$ cat config.mk
export PLATFORM = sky130hd
export DESIGN_NAME = fft_frame_ctrl
export DESIGN_NICKNAME = d
export VERILOG_FILES = /design/src/rtl/fft_frame_ctrl.sv
export SDC_FILE = /design/constraint.sdc
export NUM_CORES = 1
export LEC_CHECK = 0
export ABC_AREA = 1
export BUFFER_PORTS_ARGS = -buffer_cell sky130_fd_sc_hd__buf_4
export CAP_MARGIN = 20
export CORE_AREA = 8 8 119 132
export DETAILED_ROUTE_END_ITERATION = 10
export DIE_AREA = 0 0 127 140
export HOLD_SLACK_MARGIN = 0.06
export PLACE_DENSITY = 0.89
export RECOVER_POWER = 25
export SLEW_MARGIN = 20
export SYNTH_ARGS = -nofsm -noshare
export SYNTH_HDL_FRONTEND = slang
export SYNTH_SLANG_ARGS = --single-unit
$ cat constraint.sdc
create_clock -name aclk -period 2.9 [get_ports aclk]
set_input_delay 0.29 -clock aclk [delete_from_list [all_inputs] [get_ports aclk]]
set_output_delay 0.29 -clock aclk [all_outputs]
set_load 0.005 [all_outputs]
$ cat src/rtl/fft_frame_ctrl.sv
// Frame sequencer and config controller for the FFT core: regenerates frame tlast from the
// programmed transform length, issues config only at safe frame boundaries and bounds frames in flight.
module fft_frame_ctrl #(
    parameter int                DATA_W       = 64,
    parameter int                CFG_W        = 8,
    parameter logic [CFG_W-1:0]  CFG_RESET    = CFG_W'(8'h01),
    parameter int                MAX_LOG2N    = 16,
    parameter int                MAX_INFLIGHT = 2
) (
    input  logic              aclk,
    input  logic              areset,
    input  logic [4:0]        cfg_log2n,
    input  logic [CFG_W-1:0]  cfg_word,
    input  logic              cfg_valid,
    input  logic              err_clear,
    input  logic              s_axis_tvalid,
    output logic              s_axis_tready,
    input  logic [DATA_W-1:0] s_axis_tdata,
    input  logic              s_axis_tlast,
    output logic              m_axis_data_tvalid,
    input  logic              m_axis_data_tready,
    output logic [DATA_W-1:0] m_axis_data_tdata,
    output logic              m_axis_data_tlast,
    output logic              m_axis_config_tvalid,
    input  logic              m_axis_config_tready,
    output logic [CFG_W-1:0]  m_axis_config_tdata,
    input  logic              s_axis_res_tvalid,
    output logic              s_axis_res_tready,
    input  logic              s_axis_res_tlast,
    output logic              m_axis_res_tvalid,
    input  logic              m_axis_res_tready,
    output logic              m_axis_res_tlast,
    output logic              busy,
    output logic [31:0]       frames_in,
    output logic [31:0]       frames_out,
    output logic              err_tlast_unexpected,
    output logic              err_tlast_missing
);

    localparam int CNT_W = MAX_LOG2N;
    localparam int IF_W  = $clog2(MAX_INFLIGHT + 1);

    typedef enum logic [1:0] {
        ST_IDLE   = 2'd0,
        ST_CONFIG = 2'd1,
        ST_STREAM = 2'd2
    } state_t;

    state_t             state_r;
    logic [CFG_W-1:0]   cfg_reg_r;
    logic [CFG_W-1:0]   cfg_out_r;
    logic               cfg_pending_r;
    logic               cfg_fresh_r;
    logic [4:0]         n_log2_r;
    logic [CNT_W-1:0]   beat_cnt_r;
    logic [IF_W-1:0]    inflight_r;
    logic [31:0]        frames_in_r;
    logic [31:0]        frames_out_r;
    logic               err_unexp_r;
    logic               err_miss_r;

    logic [4:0]         log2n_clamp_s;
    logic [CNT_W-1:0]   last_idx_s;
    logic               in_stream_s;
    logic               beat_is_last_s;
    logic               data_fire_s;
    logic               in_end_s;
    logic               out_end_s;
    logic               cfg_fire_s;
    logic               cfg_enter_s;
    logic               stream_enter_s;
    logic               unexp_set_s;
    logic               miss_set_s;

    // Clamp the requested transform length into the supported range.
    always_comb begin
        log2n_clamp_s = cfg_log2n;
        if (cfg_log2n < 5'd3) begin
            log2n_clamp_s = 5'd3;
        end else if (cfg_log2n > 5'(MAX_LOG2N)) begin
            log2n_clamp_s = 5'(MAX_LOG2N);
        end else begin
            log2n_clamp_s = cfg_log2n;
        end
    end

    // Index of the final beat is 2^n - 1, i.e. the low n bits set.
    assign last_idx_s     = {CNT_W{1'b1}} >> (5'(MAX_LOG2N) - n_log2_r);
    assign in_stream_s    = (state_r == ST_STREAM);
    assign beat_is_last_s = (beat_cnt_r == last_idx_s);
    assign data_fire_s    = in_stream_s & s_axis_tvalid & m_axis_data_tready;
    assign in_end_s       = data_fire_s & beat_is_last_s;
    assign out_end_s      = s_axis_res_tvalid & m_axis_res_tready & s_axis_res_tlast;
    assign cfg_fire_s     = (state_r == ST_CONFIG) & m_axis_config_tready;
    assign cfg_enter_s    = (state_r == ST_IDLE) & cfg_pending_r & (inflight_r == IF_W'(0));
    assign stream_enter_s = (state_r == ST_IDLE) & ~cfg_enter_s & s_axis_tvalid & ~cfg_pending_r
                            & (inflight_r < IF_W'(MAX_INFLIGHT));
    assign unexp_set_s    = data_fire_s & s_axis_tlast & ~beat_is_last_s;
    assign miss_set_s     = data_fire_s & beat_is_last_s & ~s_axis_tlast;

    assign s_axis_tready        = in_stream_s & m_axis_data_tready;
    assign m_axis_data_tvalid   = in_stream_s & s_axis_tvalid;
    assign m_axis_data_tdata    = s_axis_tdata;
    assign m_axis_data_tlast    = in_stream_s & beat_is_last_s;
    assign m_axis_config_tvalid = (state_r == ST_CONFIG);
    assign m_axis_config_tdata  = cfg_out_r;
    assign m_axis_res_tvalid    = s_axis_res_tvalid;
    assign s_axis_res_tready    = m_axis_res_tready;
    assign m_axis_res_tlast     = s_axis_res_tlast;
    assign busy                 = (state_r != ST_IDLE) | (inflight_r != IF_W'(0));
    assign frames_in            = frames_in_r;
    assign frames_out           = frames_out_r;
    assign err_tlast_unexpected = err_unexp_r;
    assign err_tlast_missing    = err_miss_r;

    // Frame sequencer: the issued config word is frozen on CONFIG entry so it is stable until accepted.
    always_ff @(posedge aclk) begin
        if (areset) begin
            state_r    <= ST_IDLE;
            cfg_out_r  <= CFG_RESET;
            n_log2_r   <= 5'd3;
            beat_cnt_r <= '0;
        end else begin
            case (state_r)
                ST_IDLE: begin
                    if (cfg_enter_s) begin
                        state_r   <= ST_CONFIG;
                        cfg_out_r <= cfg_reg_r;
                    end else if (stream_enter_s) begin
                        state_r    <= ST_STREAM;
                        n_log2_r   <= log2n_clamp_s;
                        beat_cnt_r <= '0;
                    end
                end
                ST_CONFIG: begin
                    if (m_axis_config_tready) begin
                        state_r <= ST_IDLE;
                    end
                end
                ST_STREAM: begin
                    if (data_fire_s) begin
                        beat_cnt_r <= beat_cnt_r + CNT_W'(1);
                        if (beat_is_last_s) begin
                            state_r <= ST_IDLE;
                        end
                    end
                end
                default: begin
                    state_r <= ST_IDLE;
                end
            endcase
        end
    end

    // Config request capture; a word arriving while CONFIG is already presenting keeps the request alive.
    always_ff @(posedge aclk) begin
        if (areset) begin
            cfg_reg_r     <= CFG_RESET;
            cfg_pending_r <= 1'b1;
            cfg_fresh_r   <= 1'b0;
        end else begin
            if (cfg_valid) begin
                cfg_reg_r     <= cfg_word;
                cfg_pending_r <= 1'b1;
                cfg_fresh_r   <= 1'b1;
            end else begin
                if (cfg_enter_s) begin
                    cfg_fresh_r <= 1'b0;
                end
                if (cfg_fire_s && !cfg_fresh_r) begin
                    cfg_pending_r <= 1'b0;
                end
            end
        end
    end

    // Frame counters, in-flight accounting and sticky framing errors.
    always_ff @(posedge aclk) begin
        if (areset) begin
            inflight_r   <= '0;
            frames_in_r  <= 32'd0;
            frames_out_r <= 32'd0;
            err_unexp_r  <= 1'b0;
            err_miss_r   <= 1'b0;
        end else begin
            if (in_end_s) begin
                frames_in_r <= frames_in_r + 32'd1;
            end
            if (out_end_s) begin
                frames_out_r <= frames_out_r + 32'd1;
            end
            if (in_end_s && !out_end_s) begin
                inflight_r <= inflight_r + IF_W'(1);
            end else if (out_end_s && !in_end_s && (inflight_r != IF_W'(0))) begin
                inflight_r <= inflight_r - IF_W'(1);
            end
            if (unexp_set_s) begin
                err_unexp_r <= 1'b1;
            end else if (err_clear) begin
                err_unexp_r <= 1'b0;
            end
            if (miss_set_s) begin
                err_miss_r <= 1'b1;
            end else if (err_clear) begin
                err_miss_r <= 1'b0;
            end
        end
    end

endmodule

* After elaboration in Yosys (flattened, before gate mapping)
Index checks and enable logic that the tools add are counted.
Storage, ports and cells: output and inout bits 146, word-level logic and storage cells 93, register bits after elaboration 109
Cells by class: muxes and demuxes 19, add/sub/neg operators 6, bitwise operators 22, $lt $le $gt $ge 3, equal/unequal tests 9, shift-type cells 1, reduce and logical (&&, ||, !) cells 21
Operators by type and width (number):
- adder 32 x 1 -> 32 bit, second input constant | 2
- two-way mux 16 bit | 3
- one-hot mux 16 bit (2 select lines) | 1
- bitwise AND 1 bit | 17
- adder 16 x 1 -> 16 bit, second input constant | 1
- == test 16 bit | 1
- >> shifter 16 x 5 -> 16 bit, first input constant | 1
- two-way mux 2 bit | 7
- nonzero test 2 bit | 7
- two-way mux 5 bit | 2
- AND reduction 4 bit | 2
- inequality test 2 x 1 -> 1 bit, second input constant | 3
- one-hot mux 2 bit (3 select lines) | 1
- greater-than comparator 5 bit, second input constant | 1
- less-than comparator 5 x 2 -> 1 bit, second input constant | 1
- two-way mux 1 bit | 5
- subtractor 5 bit, first input constant | 1
- logical AND 1 bit | 4
- zero test 2 bit | 2
- inequality test 2 bit, second input constant | 2
- inverter 1 bit | 4
- zero test 1 bit | 3
- inequality test 3 bit, second input constant | 1
- AND reduction 3 bit | 1
- 8 further kinds | 8

* Longest topological paths before layout
word-level depth 11, depth in mapped cells 19, gate-level depth less buffers 19

* Least setup slack after synthesis
OpenSTA, ideal clock, no wires.
path type register -> register, from reg n_log2_r[0], to reg frames_in_r[13], in the netlist frames_in[13], data arrival time 2.032 ns, setup slack 0.724 ns, buffers on the path 1, cell stages (with the launch flop) 19, period minus slack after synthesis 2.176 ns, cell sequence dfxtp_1 inv_1 ha_1 inv_1 nand2_1 nand2_1 nand2_1 inv_1 nand2_1 nand2_1 nand2_1 nand2_1 nor2_1 nand2_1 nor2_2 nand3_4 clkbuf_1 nand2_1 a21oi_2
On the way: cells in the longest elaborated chain, start to end 4
Ends and longest elaborated chain:
- from (decl) | line 54 | logic [4:0] n_log2_r;
- from (signal assigned) | line 131 | n_log2_r <= log2n_clamp_s;
- subtractor 5 bit | line 88 | assign last_idx_s = {CNT_W{1'b1}} >> (5'(MAX_LOG2N) - n_log2_r);
- >> shifter 16 x 5 -> 16 bit | line 88
- == test 16 bit | line 90 | assign beat_is_last_s = (beat_cnt_r == last_idx_s);
- bitwise AND 1 bit | line 92 | assign in_end_s = data_fire_s & beat_is_last_s;
- to (signal assigned) | line 187 | frames_in_r <= frames_in_r + 32'd1;
- to (decl) | line 57 | logic [31:0] frames_in_r;
Every way passes these cells. A chain may end at the register's enable or synchronous reset.

* Final worst setup path
from reg n_log2_r[1], to out m_axis_data_tlast
On the way: cells in the longest elaborated chain, start to end 4
Ends and longest elaborated chain:
- subtractor 5 bit | line 88
- >> shifter 16 x 5 -> 16 bit | line 88
- == test 16 bit | line 90
- bitwise AND 1 bit | line 104 | assign m_axis_data_tlast = in_stream_s & beat_is_last_s;
- to (decl) | line 23 | output logic m_axis_data_tlast,
Every way passes these cells.

==> summary.txt <==
Hold path
  • Hold Path Class: in2reg
  • Hold Path Origin: cfg_word[3]
  • Hold depth: 3

Logic synthesis
  • Largest family of logic cells by synthesized area: simple AND/OR/NAND/NOR gates
  • Post-Syn Nets: 1091
  • Post-synthesis mux area share: 0%
  • Synth Area in Compound Gates: 10.04%
  • Sequential share of the synthesized area: 32.59%
  • Post-synth cell types: 44
  • Most frequent cells after synthesis: nand2_1 (246), nor2_1 (120), dfxtp_1 (109)
  • Synth Area in Adders: 1.121%
  • Post-synthesis simple-gate area fraction: 35.96%
  • Post-synth EDFFs: 0
  • Top cells by area, synth: dfxtp_1 (33%), nand2_1 (14%), buf_4 (7.6%)
  • Synth top area share: 32.59%
  • Mapped Cells: 997
  • Xor/xnor cell area share of the yosys netlist: 5.102%
  • Mapped cell area: 0.006695 mm²
  • Cell with the most instances after synthesis: nand2_1
  • Post-synth top area cell: dfxtp_1
  • Ys async rst share: 0%
  • Avg Inst Size Synth: 6.715 µm²
  • YS warnings: 0
  • #FFs+latches synth: 109
  • Top_reg_cell synth: dfxtp_1

Power
  • Total chip power: 0.002990 W
  • Leakage: 3.059 nW
  • Pwr dens: 399.9 mW/mm²
  • Peak supply drop: 0.2221 mV

Die
  • Core area: 0.01351 mm²
  • DIE WIDTH: 127 µm
  • Num rows: 45
  • Ports: 234
  • Die Span Y: 140 µm
  • DIE AREA: 0.01778 mm²
  • Starting Density: 49.55%

Drt
  • Drt wl/cell: 15.05 µm
  • DRC viols: 0
  • Final wirelength: 18120 µm
  • Via count: 6422
  • Initial DRC Count: 360
  • Routed Antenna Nets: 0
  • Detailed Routing Iterations Pass 1: 4
  • Vias/cell: 5.334

Run status
  • Status: completed

Global routing
  • Grt ovf: 0
  • Vias in the first global route: 6034
  • Largest net degree at the start of global routing: 39
  • GR Util All Layers: 19.50%
  • Initial antenna violation count: 0
  • First-pass GRT wire length: 28950 µm

Placement
  • Dpl cells: 1187
  • Gpl congestion: 0.8950
  • Dpl hpwl: 13780 µm
  • # port buffers: 105
  • DP Area: 0.007117 mm²

Clock network
  • Max Buffers Root-to-Sink: 2
  • H-tree Lvls: 3
  • Clk pin slew, worst setup/hold paths: 0.08 ns
  • CTS root buffer: clkbuf_16
  • Sink Count: 109
  • CTS tree: built
  • Clk Latency, worst-skew pair: 0.36 ns
  • CTS Hold Bufs: 0
  • TritonCTS Buffers: 9
  • Setup Fix Bufs, Post-CTS: 0

STA
  • Fmax: 365.7 MHz
  • Worst rel slew slack: 68.82%
  • Final min period: 2.734 ns
  • Crit share post-route: 94.28%
  • Worst slew pin tran: 0.4677 ns
  • Endpoints failing setup: 0
  • Endpoints failing hold: 0
  • Fin. max-slew vios: 0
  • Final Skew: 0.008294 ns

Finish
  • Share of cells above drive strength 1: 19.90%
  • Finished Cell Area: 0.007478 mm²
  • Non-Filler Instances: 1204
  • FILL cells: 1312
  • Area growth, synth to finish: 11.70%
  • Final nets: 1129
  • Number of diodes: 0

Critical path
  • Origin of the worst setup path: n_log2_r[1]
  • Crit path capture type: output pin
  • Largest fanout on the critical path: 6
  • R2R cell count: 11
  • Data arrival, critical path: 2.44 ns
  • FF-to-FF Start: frames_in[0]
  • Critical path class: reg2out
  • Critical Path RT: 2.61 ns
  • Critical path startpoint category: flop

Job
  • Max-Cap Viols: 0
critical path, stage by stage (launching register included):
cell and delay (ns):
dfxtp_2 0.34, inv_1 0.11, ha_2 0.25, inv_1 0.07
nand2_1 0.10, nand3_1 0.14, nand3_1 0.17, nand2_1 0.07
nand2_1 0.06, nand2_1 0.08, nor2_2 0.14, nand2_1 0.08
nor2_2 0.13, nand2_1 0.13, nor2_1 0.11, buf_4 0.11
layout by cell type (no fill, tap or decap), types with 2 or more instances in the layout:
cell / n
nor4_1: 10
ha_1: 5
inv_2: 6
clkinv_4: 3
nand3_1: 56
nand3b_1: 2
dfxtp_2: 2
a31oi_1: 2
a22oi_1: 2
xnor2_1: 7
inv_1: 94
clkbuf_16: 9
nor2_2: 7
xor2_1: 32
nand2_1: 241
nor3b_1: 5
dfxtp_1: 107
o21ai_0: 24
nand2_4: 3
a211oi_1: 2
nor3_1: 42
nand3_2: 5
o21a_1: 4
a21oi_2: 20
nand2_2: 27
a21oi_1: 55
nand4_1: 19
buf_4: 113
nor2_1: 117
layout make-up:
class                   count  area, µm²  share of cell area (%)
flip-flops and latches    109       2185                   29.21
inverters                 102      385.4                   5.153
clock buffers               9      225.2                   3.012
clock inverters             7      81.33                   1.088
well taps                 164      205.2                   2.744
repair buffers            113      848.3                   11.34
multi-input cells         700       3548                   47.45
per-layer routing:
| layer | GRT usage (%) | share of wire [%] |
|---|---|---|
| met1 | 21.86 | 42 |
| met3 | 3.872 | 6.4 |
| met2 | 34.28 | 48 |
| met4 | 9.906 | 3.6 |
| met5 | 0 | 0 |
sequential cells by signal (all words and copies together), names as in the netlist:
name	flops
frames_out	32
inflight_r	2
err_tlast_unexpected	1
err_tlast_missing	1
cfg_fresh_r	1
beat_cnt_r	16
n_log2_r	5
m_axis_config_tdata	8
state_r	2
cfg_reg_r	8
frames_in	32
cfg_pending_r	1
repair_timing:
| action | CTS | global route |
|---|---|---|
| resized for setup | 2 | 13 |
| cloned | 0 | 1 |
| setup endpoints to repair | 1 | 3 |
| pin swaps | 0 | 1 |
report_power, final:
group | switching (W) | internal (W) | total, W
clock network | 0.000605 | 0.000683 | 0.00129
registers | 0.0000137 | 0.00152 | 0.00153
logic | 0.000103 | 0.0000689 | 0.000172
total | 0.000722 | 0.00227 | 0.00299
stage by stage:
stage               util, %  setup TNS [ns]  hold slack (ns)  worst slack (ns)
finish                55.34               0           0.1544            0.1658
global route          55.34       -0.006643           0.1603         -0.006643
CTS                   54.99               0           0.1473           0.02541
detailed placement    52.67               0           0.4492            0.2124
global placement      52.67               0           0.4399            0.2466
floorplan                 -               0           0.4163            0.7243
kinds of logic (layout without fill, tap and decap cells):
| family | Yosys count | count (layout) |
|---|---|---|
| simple gates | 541 | 542 |
| buf+inv | 189 | 231 |
| compound gates | 113 | 113 |
| flops | 109 | 109 |
| xor+xnor | 39 | 39 |
| fa+ha+maj | 6 | 6 |
worst paths after layout:
kind | to | slack [ns]
setup reg to reg | frames_in[20] | 0.35
hold reg to reg | m_axis_config_tdata[1] | 0.46
setup / recovery | m_axis_data_tlast | 0.17
hold / removal | cfg_reg_r[3] | 0.15
No activity file was read; power rests on OpenSTA's default activity.
